===== config.mk =====
export PLATFORM = sky130hd
export DESIGN_NAME = netlist_bist_ctrl
export DESIGN_NICKNAME = d
export VERILOG_FILES = /design/src/rtl/netlist_bist_ctrl.sv
export SDC_FILE = /design/constraint.sdc
export NUM_CORES = 1
export LEC_CHECK = 0
export CAP_MARGIN = 20
export CELL_PAD_IN_SITES_DETAIL_PLACEMENT = 2
export CELL_PAD_IN_SITES_GLOBAL_PLACEMENT = 2
export CORE_UTILIZATION = 28
export DETAILED_ROUTE_END_ITERATION = 10
export GPL_TIMING_DRIVEN = 0
export PLACE_DENSITY_LB_ADDON = 0.1
export SLEW_MARGIN = 20
export SYNTH_ARGS = -nofsm -noshare
export SYNTH_HDL_FRONTEND = slang
export SYNTH_SLANG_ARGS = --single-unit

===== constraint.sdc =====
create_clock -name clk -period 2.2 [get_ports clk]
set_input_delay 0.33 -clock clk [delete_from_list [all_inputs] [get_ports clk]]
set_output_delay 0.33 -clock clk [all_outputs]
set_load 0.02 [all_outputs]

===== src/rtl/netlist_bist_ctrl.sv =====
// Logic BIST controller: LFSR pattern source,
// MISR response compactor and run sequencer.
module netlist_bist_ctrl #(
  parameter int IN_W    = 39,
  parameter int PAT_CNT = 1024,
  parameter int SETTLE  = 2
) (
  input  logic            clk,
  input  logic            rst_n,
  input  logic            start,
  input  logic            abort,
  input  logic [63:0]     seed,
  input  logic [15:0]     golden_sig,
  input  logic            dut_out,
  output logic [IN_W-1:0] dut_in,
  output logic            busy,
  output logic            done,
  output logic            pass,
  output logic [15:0]     signature,
  output logic [15:0]     pat_idx
);

  typedef enum logic [2:0] {
    S_IDLE,
    S_SEED,
    S_APPLY,
    S_WAIT,
    S_CAPTURE,
    S_FIN
  } state_e;

  localparam logic [15:0] PAT_LAST =
    16'(PAT_CNT - 1);
  localparam logic [3:0]  SET_LAST =
    4'(SETTLE - 1);
  localparam logic [63:0] LFSR_TAP = 64'h1B;
  localparam logic [15:0] MISR_TAP = 16'h1021;

  state_e      state_q;
  logic [63:0] lfsr_q;
  logic [63:0] lfsr_d;
  logic [63:0] seed_eff;
  logic [15:0] sig_q;
  logic [15:0] sig_d;
  logic        misr_fb;
  logic [15:0] idx_q;
  logic [3:0]  cnt_q;
  logic        busy_q;
  logic        done_q;
  logic        pass_q;

  // Next LFSR/MISR values and the zero-seed guard
  always_comb begin
    lfsr_d = {lfsr_q[62:0], 1'b0};
    if (lfsr_q[63]) begin
      lfsr_d = lfsr_d ^ LFSR_TAP;
    end
    misr_fb = sig_q[15] ^ dut_out;
    sig_d   = {sig_q[14:0], 1'b0};
    if (misr_fb) begin
      sig_d = sig_d ^ MISR_TAP;
    end
    seed_eff = seed;
    if (seed == 64'h0) begin
      seed_eff = 64'h1;
    end
  end

  // Run sequencer with registered status outputs
  always_ff @(posedge clk or negedge rst_n) begin
    if (!rst_n) begin
      state_q <= S_IDLE;
      lfsr_q  <= 64'h1;
      sig_q   <= 16'hFFFF;
      idx_q   <= 16'h0;
      cnt_q   <= 4'h0;
      busy_q  <= 1'b0;
      done_q  <= 1'b0;
      pass_q  <= 1'b0;
    end else begin
      done_q <= 1'b0;
      if (abort && (state_q != S_IDLE)) begin
        state_q <= S_IDLE;
        busy_q  <= 1'b0;
      end else begin
        case (state_q)
          S_IDLE: begin
            if (start && !abort) begin
              state_q <= S_SEED;
              busy_q  <= 1'b1;
            end
          end
          S_SEED: begin
            lfsr_q  <= seed_eff;
            sig_q   <= 16'hFFFF;
            idx_q   <= 16'h0;
            state_q <= S_APPLY;
          end
          S_APPLY: begin
            cnt_q <= 4'h0;
            if (SETTLE > 0) begin
              state_q <= S_WAIT;
            end else begin
              state_q <= S_CAPTURE;
            end
          end
          S_WAIT: begin
            if (cnt_q == SET_LAST) begin
              state_q <= S_CAPTURE;
            end else begin
              cnt_q <= cnt_q + 4'd1;
            end
          end
          S_CAPTURE: begin
            sig_q  <= sig_d;
            lfsr_q <= lfsr_d;
            if (idx_q == PAT_LAST) begin
              state_q <= S_FIN;
            end else begin
              idx_q   <= idx_q + 16'd1;
              state_q <= S_APPLY;
            end
          end
          S_FIN: begin
            done_q  <= 1'b1;
            pass_q  <= (sig_q == golden_sig);
            busy_q  <= 1'b0;
            state_q <= S_IDLE;
          end
          default: begin
            state_q <= S_IDLE;
            busy_q  <= 1'b0;
          end
        endcase
      end
    end
  end

  assign dut_in    = lfsr_q[IN_W-1:0];
  assign busy      = busy_q;
  assign done      = done_q;
  assign pass      = pass_q;
  assign signature = sig_q;
  assign pat_idx   = idx_q;

endmodule


==> results.md <==
- Outcome: completed
- Remaining antenna violation count: 0
- Most frequent cells in the layout: clkdlybuf4s50_1, nand2_1, nor2_1
- Number of I/O port buffers: 157
- DIE AREA: ~20,000 um^2
- TritonCTS buffer count: 9
- Longest Clk Path Bufs: 2
- Top-area cell type share of the netlist area: 0.3981
- Syn Nets: ~750
- CP cell instances: nor2_1, and2_1, clkbuf_1, buf_1, nand2_1, a31oi_1
- Slew margin rel.: 0.5833
- Delay-heaviest family, CP: buffers and inverters
- Antenna diodes: 0
- Switching share of power: 0.3542
- #FFs+latches synth: about 110
- Detailed-route via count: around 5,400
- R2r worst-path depth: 6
- Flop-to-flop setup slack: roughly 0.085 ns
- Critical path startpoint category: register
- Area Growth Syn to Fin: 41.49%
- Root Buffer: clkbuf_16
- Largest net degree at the start of global routing: 60
- Hold wc startpoint: abort
- Cell taking the most area after synthesis: dfrtp_1
- Gate power share: 0.412
- Worst Hold Class: in2reg
- WS Path Type: reg2reg
- FF-to-FF Start: state_q[0]
- Final Hold Fails: 0
- DR pass1 iterations: 4
- DRC viols: 0
- Placed cells: about 1,100
- Layout cells sized above 1: 0.1263
- Ys async rst share: 1.000
- Total Power: 8.667 mW
- Standard-cell rows: roughly 50
- RSZ-0062 raised after global routing: yes
- Layout net count: around 920
- R2r endpoint: lfsr_q[45]
- Min-Delay Path Depth: 2
- Prevailing post-synth register cell: dfrtp_1
- VDD IR max: ~410 uV
- Post-synth EDFFs: 0
- H-tree Lvls: 3
- Post-DR wirelength/cell: about 19 um
- Post-synthesis cell area: between 5000 and 6000 um^2
- Fillers: about 2,200
- Clk sinks: between 100 and 150
- Slew Limit Fails: 0
- Pleak: approximately 3.2 nW
- Initial antenna violation count: 0
- Synth top area cells: dfrtp_1, nand2_1, dfstp_2
- Sequential power share: 0.382
- Final period util: 0.9612
- Psw: 3.070 mW
- Setup TNS: 0 ns
- Vias per Instance: around 4.9
- Total congestion overflow: 0
- Crit path from: state_q[0]
- Syn avg cell area: 8.463 um^2
- Worst-Skew Late Latency: between 0.3 and 0.4 ns
- Synth Warn #: 0
- Worst EP required: between 2 and 2.5 ns
- Final GP Congestion: 0.7741
- Pwr dens: 1095 nW/um^2
- Vias in the first global route: approximately 6,000
- Die Y: 143.3 um
- Starting density of the core: 0.2865
- P_int: about 5.6 mW
- Synthesized instance count: ~660
- Critical-path top delay cell: dfrtp_1
- Fmax: 472.9 MHz
- Die Width: approximately 140 um
- CTS tree: done
- Crit path buffers/inverters: 2
- Gr usage total: 0.2072
- Critical-path maximum fanout: 10
- Worst path arrival time: 2.39 ns
- CP Capture Type: register
- Sequential share of the synthesized area: 0.4780
- Clock Skew: around 0.0065 ns
- Netlist cell types: 46
- Max cap viols: 0
- Core box area: 19,530 um^2
- Most common cell after layout, fill and taps aside: clkdlybuf4s50_1
- First-pass GRT wire length: around 32,000 um
- Final Routed Wirelength: 20,440 um
- Post-route insts no fill: 1,104
- Number of I/O pins: roughly 160
- Clock Pin Slew Worst Setup and Hold Paths: 0.07 ns
- Initial drt markers: around 120
- Crit-path max cell delay: roughly 0.48 ns
- Tmin final: roughly 2.1 ns
- Clock share of power: 0.206
- Worst Tran Pin Value: around 0.62 ns
- Final HPWL DP: 15,500 um
- Sink of the worst hold path: state_q[0]
- Final setup viols: 0
-- metrics by stage --
stage | hold slack (ns) | instance area, um^2 | util | setup slack (ns)
after CTS | 0.4324 | 7890 | 0.4041 | 0.03840
after detailed placement | 0.3549 | 7526 | 0.3854 | -0.1990
after floorplan | 0.03441 | 5594 | - | 0.2012
after global routing | 0.4568 | 7915 | 0.4054 | -0.07408
final | 0.4353 | 7915 | 0.4054 | 0.08540
after global placement | 0.4697 | 7497 | 0.3840 | -3.658
-- layer usage --
| metal | up-vias | track usage | routed length, um |
|---|---|---|---|
| li1 | 2575 | - | - |
| met1 | 2753 | 0.2590 | 9012 |
| met2 | 107 | 0.3679 | 10410 |
| met3 | 8 | 0.04265 | 848 |
| met4 | 0 | 0.04143 | 175 |
| met5 | - | 0 | 0 |
-- how the worst max path moves through the flow --
stage                 endpoint  slack [ns]  cells after the start
floorplan           pat_idx[9]        0.20                      5
global placement    pat_idx[6]       -3.66                      1
detailed placement   lfsr_q[0]       -0.20                      6
CTS                 state_q[1]        0.04                      6
global route        lfsr_q[43]       -0.07                      6
finish              lfsr_q[45]        0.09                      6
-- sequential cells by signal (all words and copies together), names as in the netlist --
name and count:
lfsr_q 64, pat_idx 16, signature 16, cnt_q 4
state_q 3, busy 1, done 1, pass 1
-- cell type report --
cell class              instances  area, um^2  share of cell area
clock buffers                  13       250.2             0.03162
repair buffers                162        1633              0.2063
flip-flops and latches        106        2678              0.3383
well taps                     265       331.6             0.04189
inverters                       1       3.754           0.0004742
multi-input cells             476        2490              0.3146
clock inverters                 3       65.06            0.008220
plain buffers                  78       464.2             0.05865
-- what timing repair did --
action                                  4_1_cts  5_1_grt
endpoints found under the setup margin       74       61
resized for setup                             3       20
hold endpoints to repair                     41        0
hold buffers                                  1        0
pin swaps                                     1        0
setup buffers                                 3        0
-- power by group through the flow --
stage          sequential, mW  clock (mW)  combinational [mW]
2_1_floorplan            3.30           0                1.99
3_3_place_gp             3.29           0                3.47
3_5_place_dp             3.35           0                3.60
4_1_cts                  3.32        1.85                3.62
5_1_grt                  3.42        1.92                3.86
6_report                 3.31        1.79                3.57
-- kinds of logic (layout without fill, tap and decap cells) --
family	count (synthesis)	in the layout	share of synthesized area
AO/OA/AOI/OAI	107	107	0.1188
XOR/XNOR	32	32	0.05010
adder cells (fa/ha/maj)	3	3	0.006711
buffers and inverters	79	257	0.08141
flip-flops	106	106	0.4780
multiplexers	3	3	0.005592
AND/OR/NAND/NOR	331	331	0.2595
-- synthesized netlist by cell type (2+ instances only) --
library cell,instances
nand2_1,155
nor2_1,101
dfrtp_1,89
a31oi_1,62
buf_4,36
xnor2_1,30
clkbuf_1,27
o21ai_0,21
nor4_1,20
dfstp_2,17
nand4_1,15
buf_2,13
nor3_1,13
a21oi_1,10
nand3_1,7
a22o_1,5
ha_1,3
a211oi_1,2
a21o_1,2
and2_1,2
and3_1,2
and4_1,2
mux2i_1,2
or4_4,2
xor2_1,2
-- worst reg2reg max path: stages (launching register included) --
cell and delay (ns):
dfrtp_1 0.48, nor2_1 0.27, and2_1 0.16, clkbuf_1 0.34, buf_1 0.46, nand2_1 0.14
a31oi_1 0.18
Power figures use the tool's default switching activity.
